===== src/rtl/ddr3_pkg.sv =====
// ----------------------------------------------------------------------------
// ddr3_pkg
// Shared definitions for the DDR3 command arbiter: memory-controller command
// encodings, the arbiter state type and a small command classification helper.
// ----------------------------------------------------------------------------
package ddr3_pkg;

   localparam logic [2:0] APP_CMD_WR = 3'b000;
   localparam logic [2:0] APP_CMD_RD = 3'b001;

   typedef enum logic {
      ST_IDLE  = 1'b0,
      ST_ISSUE = 1'b1
   } arb_state_t;

   // Anything that is not the write encoding counts as a read for the
   // run-length bookkeeping; the raw encoding is still forwarded untouched.
   function automatic logic is_wr_cmd(input logic [2:0] cmd);
      return (cmd == APP_CMD_WR);
   endfunction

endpackage


===== src/rtl/rr_pick.sv =====
// ----------------------------------------------------------------------------
// rr_pick
// Round-robin selector: scans the eligible mask starting at ptr and wrapping
// modulo N_CH, returns the first eligible channel.
//
// Ports
//   elig        in   N_CH   eligible-channel mask
//   ptr         in   IDX_W  channel with highest priority this cycle
//   win_onehot  out  N_CH   one-hot winner (all zero when nothing eligible)
//   win_idx     out  IDX_W  binary index of the winner
//   win_any     out  1      at least one channel is eligible
// ----------------------------------------------------------------------------
module rr_pick #(
   parameter int  N_CH  = 4,
   localparam int IDX_W = $clog2(N_CH)
) (
   input  logic [N_CH-1:0]  elig,
   input  logic [IDX_W-1:0] ptr,
   output logic [N_CH-1:0]  win_onehot,
   output logic [IDX_W-1:0] win_idx,
   output logic             win_any
);

   always_comb begin
      logic [IDX_W:0] cand;
      win_onehot = '0;
      win_idx    = '0;
      win_any    = 1'b0;
      cand       = '0;
      for (int off = 0; off < N_CH; off++) begin
         // One extra bit so ptr+off cannot overflow before the modulo fold.
         cand = {1'b0, ptr} + (IDX_W+1)'(off);
         if (cand >= (IDX_W+1)'(N_CH)) begin
            cand = cand - (IDX_W+1)'(N_CH);
         end
         if (!win_any && elig[cand[IDX_W-1:0]]) begin
            win_any                        = 1'b1;
            win_idx                        = cand[IDX_W-1:0];
            win_onehot[cand[IDX_W-1:0]]    = 1'b1;
         end
      end
   end

endmodule


===== src/rtl/ddr3_cmd_arbiter.sv =====
// ----------------------------------------------------------------------------
// ddr3_cmd_arbiter
// Round-robin arbiter feeding N_CH command requesters into a single DDR3
// memory-controller user interface, one command per cycle at full rate.
// Writes are gated by acq_enabled, and a run-length limiter forces a switch
// between reads and writes after RUN_MAX consecutive same-type grants when
// the other type is waiting.
//
//   state    | meaning
//   ---------+------------------------------------------------------------
//   ST_IDLE  | output slot empty, app_en low
//   ST_ISSUE | command held on app_*, app_en high, waiting for app_rdy
//
// Ports
//   clk          in   1              user-interface clock
//   reset_n      in   1              asynchronous active-low reset
//   acq_enabled  in   1              writes grantable only while high
//   req_vld      in   N_CH           per-channel request
//   req_cmd      in   3*N_CH         per-channel command, channel i at [3i+2:3i]
//   req_addr     in   ADDR_W*N_CH    per-channel address, packed like req_cmd
//   req_rdy      out  N_CH           one-hot acceptance of a channel command
//   app_addr     out  ADDR_W         address to the memory controller
//   app_cmd      out  3              command to the memory controller
//   app_en       out  1              command valid
//   app_rdy      in   1              memory controller accepts the command
//   grant_id     out  $clog2(N_CH)   channel owning the command on app_*
//   cmd_count    out  32             commands accepted, wraps
//   busy         out  1              app_en high or any request pending
// ----------------------------------------------------------------------------
module ddr3_cmd_arbiter
   import ddr3_pkg::*;
#(
   parameter int  N_CH    = 4,
   parameter int  ADDR_W  = 27,
   parameter int  RUN_MAX = 4,
   localparam int IDX_W   = $clog2(N_CH)
) (
   input  logic                     clk,
   input  logic                     reset_n,
   input  logic                     acq_enabled,
   input  logic [N_CH-1:0]          req_vld,
   input  logic [3*N_CH-1:0]        req_cmd,
   input  logic [ADDR_W*N_CH-1:0]   req_addr,
   output logic [N_CH-1:0]          req_rdy,
   output logic [ADDR_W-1:0]        app_addr,
   output logic [2:0]               app_cmd,
   output logic                     app_en,
   input  logic                     app_rdy,
   output logic [IDX_W-1:0]         grant_id,
   output logic [31:0]              cmd_count,
   output logic                     busy
);

   localparam logic [7:0] RUN_LIM = 8'(RUN_MAX);

   arb_state_t        state_q;
   arb_state_t        state_d;

   logic [IDX_W-1:0]  rr_ptr;
   logic [7:0]        run_cnt;
   logic              last_wr;

   logic [N_CH-1:0]   elig_wr;
   logic [N_CH-1:0]   elig_rd;
   logic [N_CH-1:0]   elig;
   logic              run_limit;

   logic [N_CH-1:0]   win_onehot;
   logic [IDX_W-1:0]  win_idx;
   logic              win_any;

   logic [2:0]        sel_cmd;
   logic [ADDR_W-1:0] sel_addr;
   logic              sel_wr;
   logic [IDX_W-1:0]  next_ptr;

   logic              slot_free;
   logic              grant;

   // -------------------------------------------------------------------------
   // Eligibility with run-length restriction
   // -------------------------------------------------------------------------
   always_comb begin
      elig_wr = '0;
      elig_rd = '0;
      for (int i = 0; i < N_CH; i++) begin
         if (is_wr_cmd(req_cmd[3*i +: 3])) begin
            elig_wr[i] = req_vld[i] & acq_enabled;
         end else begin
            elig_rd[i] = req_vld[i];
         end
      end
   end

   assign run_limit = (run_cnt >= RUN_LIM);

   // Once the run is exhausted, the opposite type takes over only if it is
   // actually waiting; otherwise the current type keeps the bus.
   always_comb begin
      elig = elig_wr | elig_rd;
      if (run_limit && last_wr && (|elig_rd)) begin
         elig = elig_rd;
      end else if (run_limit && !last_wr && (|elig_wr)) begin
         elig = elig_wr;
      end
   end

   rr_pick #(
      .N_CH (N_CH)
   ) u_rr_pick (
      .elig       (elig),
      .ptr        (rr_ptr),
      .win_onehot (win_onehot),
      .win_idx    (win_idx),
      .win_any    (win_any)
   );

   always_comb begin
      sel_cmd  = APP_CMD_WR;
      sel_addr = '0;
      for (int i = 0; i < N_CH; i++) begin
         if (win_onehot[i]) begin
            sel_cmd  = req_cmd[3*i +: 3];
            sel_addr = req_addr[ADDR_W*i +: ADDR_W];
         end
      end
   end

   assign sel_wr   = is_wr_cmd(sel_cmd);
   assign next_ptr = (win_idx == IDX_W'(N_CH-1)) ? '0 : win_idx + 1'b1;

   // -------------------------------------------------------------------------
   // FSM: state register
   // -------------------------------------------------------------------------
   always_ff @(posedge clk or negedge reset_n) begin
      if (!reset_n) begin
         state_q <= ST_IDLE;
      end else begin
         state_q <= state_d;
      end
   end

   // -------------------------------------------------------------------------
   // FSM: next state
   // -------------------------------------------------------------------------
   always_comb begin
      state_d = state_q;
      case (state_q)
         ST_IDLE: begin
            if (grant) begin
               state_d = ST_ISSUE;
            end
         end
         ST_ISSUE: begin
            if (app_rdy && !grant) begin
               state_d = ST_IDLE;
            end
         end
         default: state_d = ST_IDLE;
      endcase
   end

   // -------------------------------------------------------------------------
   // FSM: outputs
   // -------------------------------------------------------------------------
   // The slot frees up either when empty or when the held command is being
   // accepted this very cycle, which is what gives back-to-back issue.
   // reset_n gates the grant so req_rdy drops the instant reset asserts.
   always_comb begin
      slot_free = 1'b0;
      app_en    = 1'b0;
      case (state_q)
         ST_IDLE:  slot_free = 1'b1;
         ST_ISSUE: begin
            app_en    = 1'b1;
            slot_free = app_rdy;
         end
         default: ;
      endcase
      grant   = reset_n & slot_free & win_any;
      req_rdy = grant ? win_onehot : '0;
   end

   // -------------------------------------------------------------------------
   // Output register, pointer and run-length tracking
   // -------------------------------------------------------------------------
   always_ff @(posedge clk or negedge reset_n) begin
      if (!reset_n) begin
         app_addr <= '0;
         app_cmd  <= APP_CMD_WR;
         grant_id <= '0;
         rr_ptr   <= '0;
         run_cnt  <= '0;
         last_wr  <= 1'b0;
      end else if (grant) begin
         app_addr <= sel_addr;
         app_cmd  <= sel_cmd;
         grant_id <= win_idx;
         rr_ptr   <= next_ptr;
         last_wr  <= sel_wr;
         // run_cnt == 0 only before the first grant after reset.
         if ((run_cnt == '0) || (sel_wr != last_wr)) begin
            run_cnt <= 8'd1;
         end else if (run_cnt < RUN_LIM) begin
            run_cnt <= run_cnt + 8'd1;
         end
      end
   end

   always_ff @(posedge clk or negedge reset_n) begin
      if (!reset_n) begin
         cmd_count <= '0;
      end else if (app_en && app_rdy) begin
         cmd_count <= cmd_count + 32'd1;
      end
   end

   assign busy = app_en | (|req_vld);

endmodule

===== config.mk =====
export PLATFORM = sky130hd
export DESIGN_NAME = ddr3_cmd_arbiter
export DESIGN_NICKNAME = d
export VERILOG_FILES = /design/src/rtl/ddr3_pkg.sv /design/src/rtl/rr_pick.sv /design/src/rtl/ddr3_cmd_arbiter.sv
export SDC_FILE = /design/constraint.sdc
export NUM_CORES = 1
export LEC_CHECK = 0
export CAP_MARGIN = 10
export CORE_MARGIN = 1
export CORE_UTILIZATION = 40
export CTS_CLUSTER_DIAMETER = 40
export DETAILED_ROUTE_END_ITERATION = 16
export GPL_ROUTABILITY_DRIVEN = 0
export PLACE_DENSITY = 0.82
export SYNTH_ARGS = -nofsm -noshare
export SYNTH_HDL_FRONTEND = slang
export SYNTH_HIERARCHICAL = 1
export SYNTH_SLANG_ARGS = --single-unit

===== constraint.sdc =====
create_clock -name clk -period 11 [get_ports clk]
set_input_delay 2.2 -clock clk [delete_from_list [all_inputs] [get_ports clk]]
set_output_delay 2.2 -clock clk [all_outputs]
set_load 0.1 [all_outputs]

# == After elaboration in Yosys (flattened, before gate mapping) ==
# Index checks and enable logic that the tools add are counted.
# word_totals
regBits,76
wordCells,135
# op_classes
n_addsub,10
order_cmp,14
n_eq_ne,2
muxes,59
n_bitwise,12
reduce_logical,30
# op_table
cell,count
$mux 27,4
$add 32x1->32 const B,1
$mux 4,7
$mux 1,23
$mux 2,9
$mux 8,2
$or 4x4->4,4
$logic_not 3->1,5
$logic_and 1x1->1,13
$lt 2x3->1 const B,4
$mux 3,4
$reduce_or 4->1,3
$ge 3x3->1 const B,3
$add 8x1->8 const B,1
$bmux 1 s2,4
$demux 1 s2,4
$ge 2x1->1 const B,4
$ge 8x3->1 const B,1
$logic_not 8->1,1
$lt 8x3->1 const B,1
$sub 2x1->2 const B,4
$add 2x2->3 const B,2
$and 1x1->1,6
$logic_not 1->1,5
other kinds (11),12

# == Depth between registers and ports, before layout ==
# depth
word_depth,27
mapped_depth,17
mapped_depth_nobuf,14

# == Cells and area by module ==
# The synthesis kept the hierarchy.
# modules_own_cells
module,instances,cells_per_inst,area_each_um2,seq_area_each_um2
ddr3_cmd_arbiter,1,465,4209.0,1901.8
rr_pick,1,45,421.7,0.0

# == Least setup slack after synthesis ==
# OpenSTA, ideal clock, no wires.
# synth_path
path_kind,input to output
startpoint,input req_cmd[6]
endpoint,output req_rdy[1]
arrival_time_ns,5.899
required_time_ns,8.800
slack_ns,2.901
stages,12
path_buffers,3
path_cell_list,nor3_1 > nand3_1 > a41oi_1 > o22ai_1 > mux4_2 > buf_6 > and2b_2 > a22oi_1 > o21ai_0 > clkbuf_1 > clkbuf_1 > and2_1
# synth_rtl
item,line_no,text
"start, declared",ddr3_cmd_arbiter.sv:42,"input logic [3*N_CH-1:0] req_cmd,"
$logic_not 3->1 *,ddr3_pkg.sv:19,return (cmd == APP_CMD_WR);
$mux 1,ddr3_cmd_arbiter.sv:87,if (is_wr_cmd(req_cmd[3*i +: 3])) begin
$reduce_or 4->1,ddr3_cmd_arbiter.sv:103,end else if (run_limit && !last_wr && (|elig_wr)) begin
$logic_and 1x1->1,ddr3_cmd_arbiter.sv:103,
$mux 4,ddr3_cmd_arbiter.sv:103,
$mux 4 *,ddr3_cmd_arbiter.sv:101,if (run_limit && last_wr && (|elig_rd)) begin
via elig[3],ddr3_cmd_arbiter.sv:65,logic [N_CH-1:0] elig;
$bmux 1 s2,rr_pick.sv:36,if (!win_any && elig[cand[IDX_W-1:0]]) begin
(+5 left out),n/a,
$logic_not 1->1,rr_pick.sv:36,
$logic_and 1x1->1,rr_pick.sv:36,
$mux 1,rr_pick.sv:36,
$logic_not 1->1,rr_pick.sv:36,
$logic_and 1x1->1,rr_pick.sv:36,
$mux 4 *,rr_pick.sv:36,
via win_onehot[1],ddr3_cmd_arbiter.sv:68,logic [N_CH-1:0] win_onehot;
$mux 4 *,ddr3_cmd_arbiter.sv:181,req_rdy = grant ? win_onehot : '0;
"end, declared",ddr3_cmd_arbiter.sv:44,"output logic [N_CH-1:0] req_rdy,"
# Mark *: on every way through the listed nets, which the timed path passes. The rest lies on a longest branch. The select of a mux whose other input is x is not followed.

# == Worst setup path after layout ==
# layout_path
startpoint,input req_cmd[0]
endpoint,output req_rdy[0]
# The elaborated chain is that of the path after synthesis.

==> qor.csv <==
metric,value,unit
GRT Total Usage,0.228,
Pint,0.00111,W
remaining antenna violation count,0,
post-CTS setup buffer count,0,
core area,0.0111,sq mm
first-pass iteration count of the detailed router,5,
post-synthesis simple-gate area fraction,0.245,
worst hold margin,0.474,ns
Yosys top cell area share,0.411,
CTS Sinks,76,
Synth Area in Compound Gates,0.193,
area added between synthesis and finish,52.4,%
Post-synth EDFFs,0,
Adder-Cell Fraction of Synth Area,0.0243,
DR top layer,met4,
placed cell area,0.00671,sq mm
most frequent cells in the layout,"clkdlybuf4s50_1, dfrtp_1, nand2_1, nor3_1, nor2b_1",
met2 wire len,6790,um
Syn Nets,647,
Synth Area in XOR/XNOR,0.0586,
Flop pwr share,0.178,
Die ar.,0.0120,sq mm
Starting DRT DRC Count,313,
first-pass GRT wire length,21500,um
CTS tree,yes,
Ant. Diodes,0,
Async SR Flop Fraction,1.00,
Max Slew Vio Count,0,
DR WL/cell,16.1,um
Comb pwr share,0.679,
leakage,2.86,nW
Yosys top cell by area,dfrtp_1,
CTS Buf Count,9,
Critical Path Start,req_cmd[0],
Synth Cell Area,0.00463,sq mm
NetSw,0.00129,W
hpwl dp,10200,um
"commonest non-fill, non-tap cell in the layout",clkdlybuf4s50_1,
Setup Crit Path Kind,in2out,
FF-to-FF path depth,15,
Area contributors post-synth,"dfrtp_1, a221oi_1, nand2_1, nor2b_1, xnor2_1",
switching share of power,0.538,
Final Cell Area,0.00706,sq mm
Die Ht,110,um
Resized cells post-CTS,0,
DR vias/cell,5.60,
htree depth,3,
nets,830,
Cell Pwr Density,340,mW/mm^2
Longest Clk Path Bufs,2,
Initial Util,0.418,
Critical Path RT,8.80,ns
Final Skew,0.00716,ns
post-synthesis cell type count,52,
peak supply drop,0.209,mV
Max Clock Freq,115,MHz
vias,4695,
final hold violation count,0,
fraction of layout cells with a size suffix above 1,0.0602,
"Primary FF master, synth",dfrtp_1,
num ports,198,
vias in the first global route,4622,
mux cell area share after synthesis,0.0303,
critical path endpoint category,primary output,
routed wire length,13500,um
Final Setup Violations,0,
Final TNS setup,0,ns
clock slew at reported path FFs,0.06,ns
RSZ-0062 raised after global routing,no,
RR Startpoint,run_cnt[2]$_DFFE_PN0P_,
DIE WIDTH,110,um
GRT overflow,0,
initial antenna violation count,0,
hold buffers post-CTS,0,
FP Rows,38,
final worst-path cycle share,0.792,
port bufs,197,
Arrival @ worst endpoint,6.51,ns
CTS root buffer,clkbuf_16,
yosys warns,6,
crit path max fanout,13,
main combinational cell family by area after synthesis,simple AND/OR/NAND/NOR gates,
outcome,"complete, no violations",
Mapped Cells,510,
DRC,0,
r2r endpoint,run_cnt[4]$_DFFE_PN0P_,
Hold Path Class,reg2reg,
MaxCap Viol Count,0,
r2r setup slk,6.04,ns
Worst Tran Pin Value,1.13,ns
fin crit period,8.71,ns
Worst setup endpoint,req_rdy[0],
largest net degree at the start of global routing,77,
clock network power share,0.144,
Util after Layout,0.637,
Syn Area/Cell,9.08,sq um
count of state elements after synthesis,76,
Slew headroom,0.246,
routed wl met3,981,um
WL met1,5460,um
sequential share of the synthesized area,0.411,
clk_lat worst skew,0.33,ns
critical path startpoint category,primary input,
-- final cells by class --
| class | instances | area, sq um |
|---|---|---|
| sequential | 76 | 1900 |
| tap | 140 | 175 |
| clock inverter | 7 | 123 |
| timing repair buffer | 202 | 2010 |
| clock buffer | 9 | 225 |
| fill | 911 | 4020 |
| inverter | 11 | 41.3 |
| multi-input combinational | 393 | 2590 |
-- power by group through the flow --
stage	registers, W	clock network [W]	logic, W
floorplan	0.000850	0	0.000822
global placement	0.000425	0	0.00159
finish	0.000426	0.000345	0.00163
global route	0.000437	0.000361	0.00175
detailed placement	0.000430	0	0.00163
CTS	0.000426	0.000350	0.00163
-- cells in the mapped netlist (all sizes together), types with 2 or more instances --
master,n
a211oi,3
xor2,9
buf,6
and4,2
nor4,3
o21ai,35
o31ai,3
a21oi,30
mux2,2
xnor2,22
ha,9
a221oi,30
nor3,36
nand4b,2
clkbuf,24
mux2i,2
a221o,2
nand3,17
inv,11
and2,6
a31oi,4
nand2b,7
nand3b,3
dfrtp,76
a32o,2
o22ai,4
nor2,17
a41oi,5
mux4,4
nand2,64
nor3b,3
nor2b,32
and3,9
a22oi,8
nand4,8
-- sequential cells by signal, summed over array words and instances, names as in the netlist --
register	flops
app_addr	27
app_cmd	3
cmd_count	32
grant_id	2
last_wr	1
rr_ptr	2
run_cnt	8
state_q	1
-- critical path: stages --
cell             delay, ns
clkdlybuf4s50_1       0.44
nor3_1                0.29
nand3_1               0.16
a41oi_1               0.36
o22ai_1               0.24
mux4_2                0.70
nor4b_4               0.45
a22oi_1               0.13
o21ai_0               0.21
and2_1                0.19
clkdlybuf4s50_1       1.12
-- worst min path at each step --
stage	slack, ns	from	to	cells past startpoint
floorplan	0.50	run_cnt[3]$_DFFE_PN0P_	run_cnt[3]$_DFFE_PN0P_	2
global placement	0.46	cmd_count[31]$_DFFE_PN0P_	cmd_count[31]$_DFFE_PN0P_	1
detailed placement	0.47	cmd_count[31]$_DFFE_PN0P_	cmd_count[31]$_DFFE_PN0P_	1
CTS	0.48	cmd_count[31]$_DFFE_PN0P_	cmd_count[31]$_DFFE_PN0P_	1
global route	0.49	cmd_count[31]$_DFFE_PN0P_	cmd_count[31]$_DFFE_PN0P_	1
finish	0.47	cmd_count[31]$_DFFE_PN0P_	cmd_count[31]$_DFFE_PN0P_	1
-- metrics by stage --
step | total power, W | worst slack [ns] | std cells
final | 0.00240 | 2.29 | 838
after global routing | 0.00255 | 2.02 | 838
after CTS | 0.00241 | 2.32 | 838
after detailed placement | 0.00206 | 2.33 | 822
after global placement | 0.00202 | 2.51 | 822
after floorplan | 0.00167 | 2.90 | 510
-- logic make-up (layout without fill, tap and decap cells) --
| group | Yosys count | count (layout) |
|---|---|---|
| AOI/OAI and AO/OA | 131 | 131 |
| xor gates and xnor gates | 31 | 31 |
| adders and majority gates | 9 | 9 |
| buffers and inverters | 41 | 229 |
| DFF | 76 | 76 |
| muxes | 8 | 8 |
| and+or+nand+nor | 214 | 214 |
-- routing by layer --
metal / vias up / track usage
li1: 2246 / -
met1: 2240 / 0.267
met2: 184 / 0.407
met3: 25 / 0.0545
met4: 0 / 0.0724
met5: - / 0
Power figures use the tool's default switching activity.
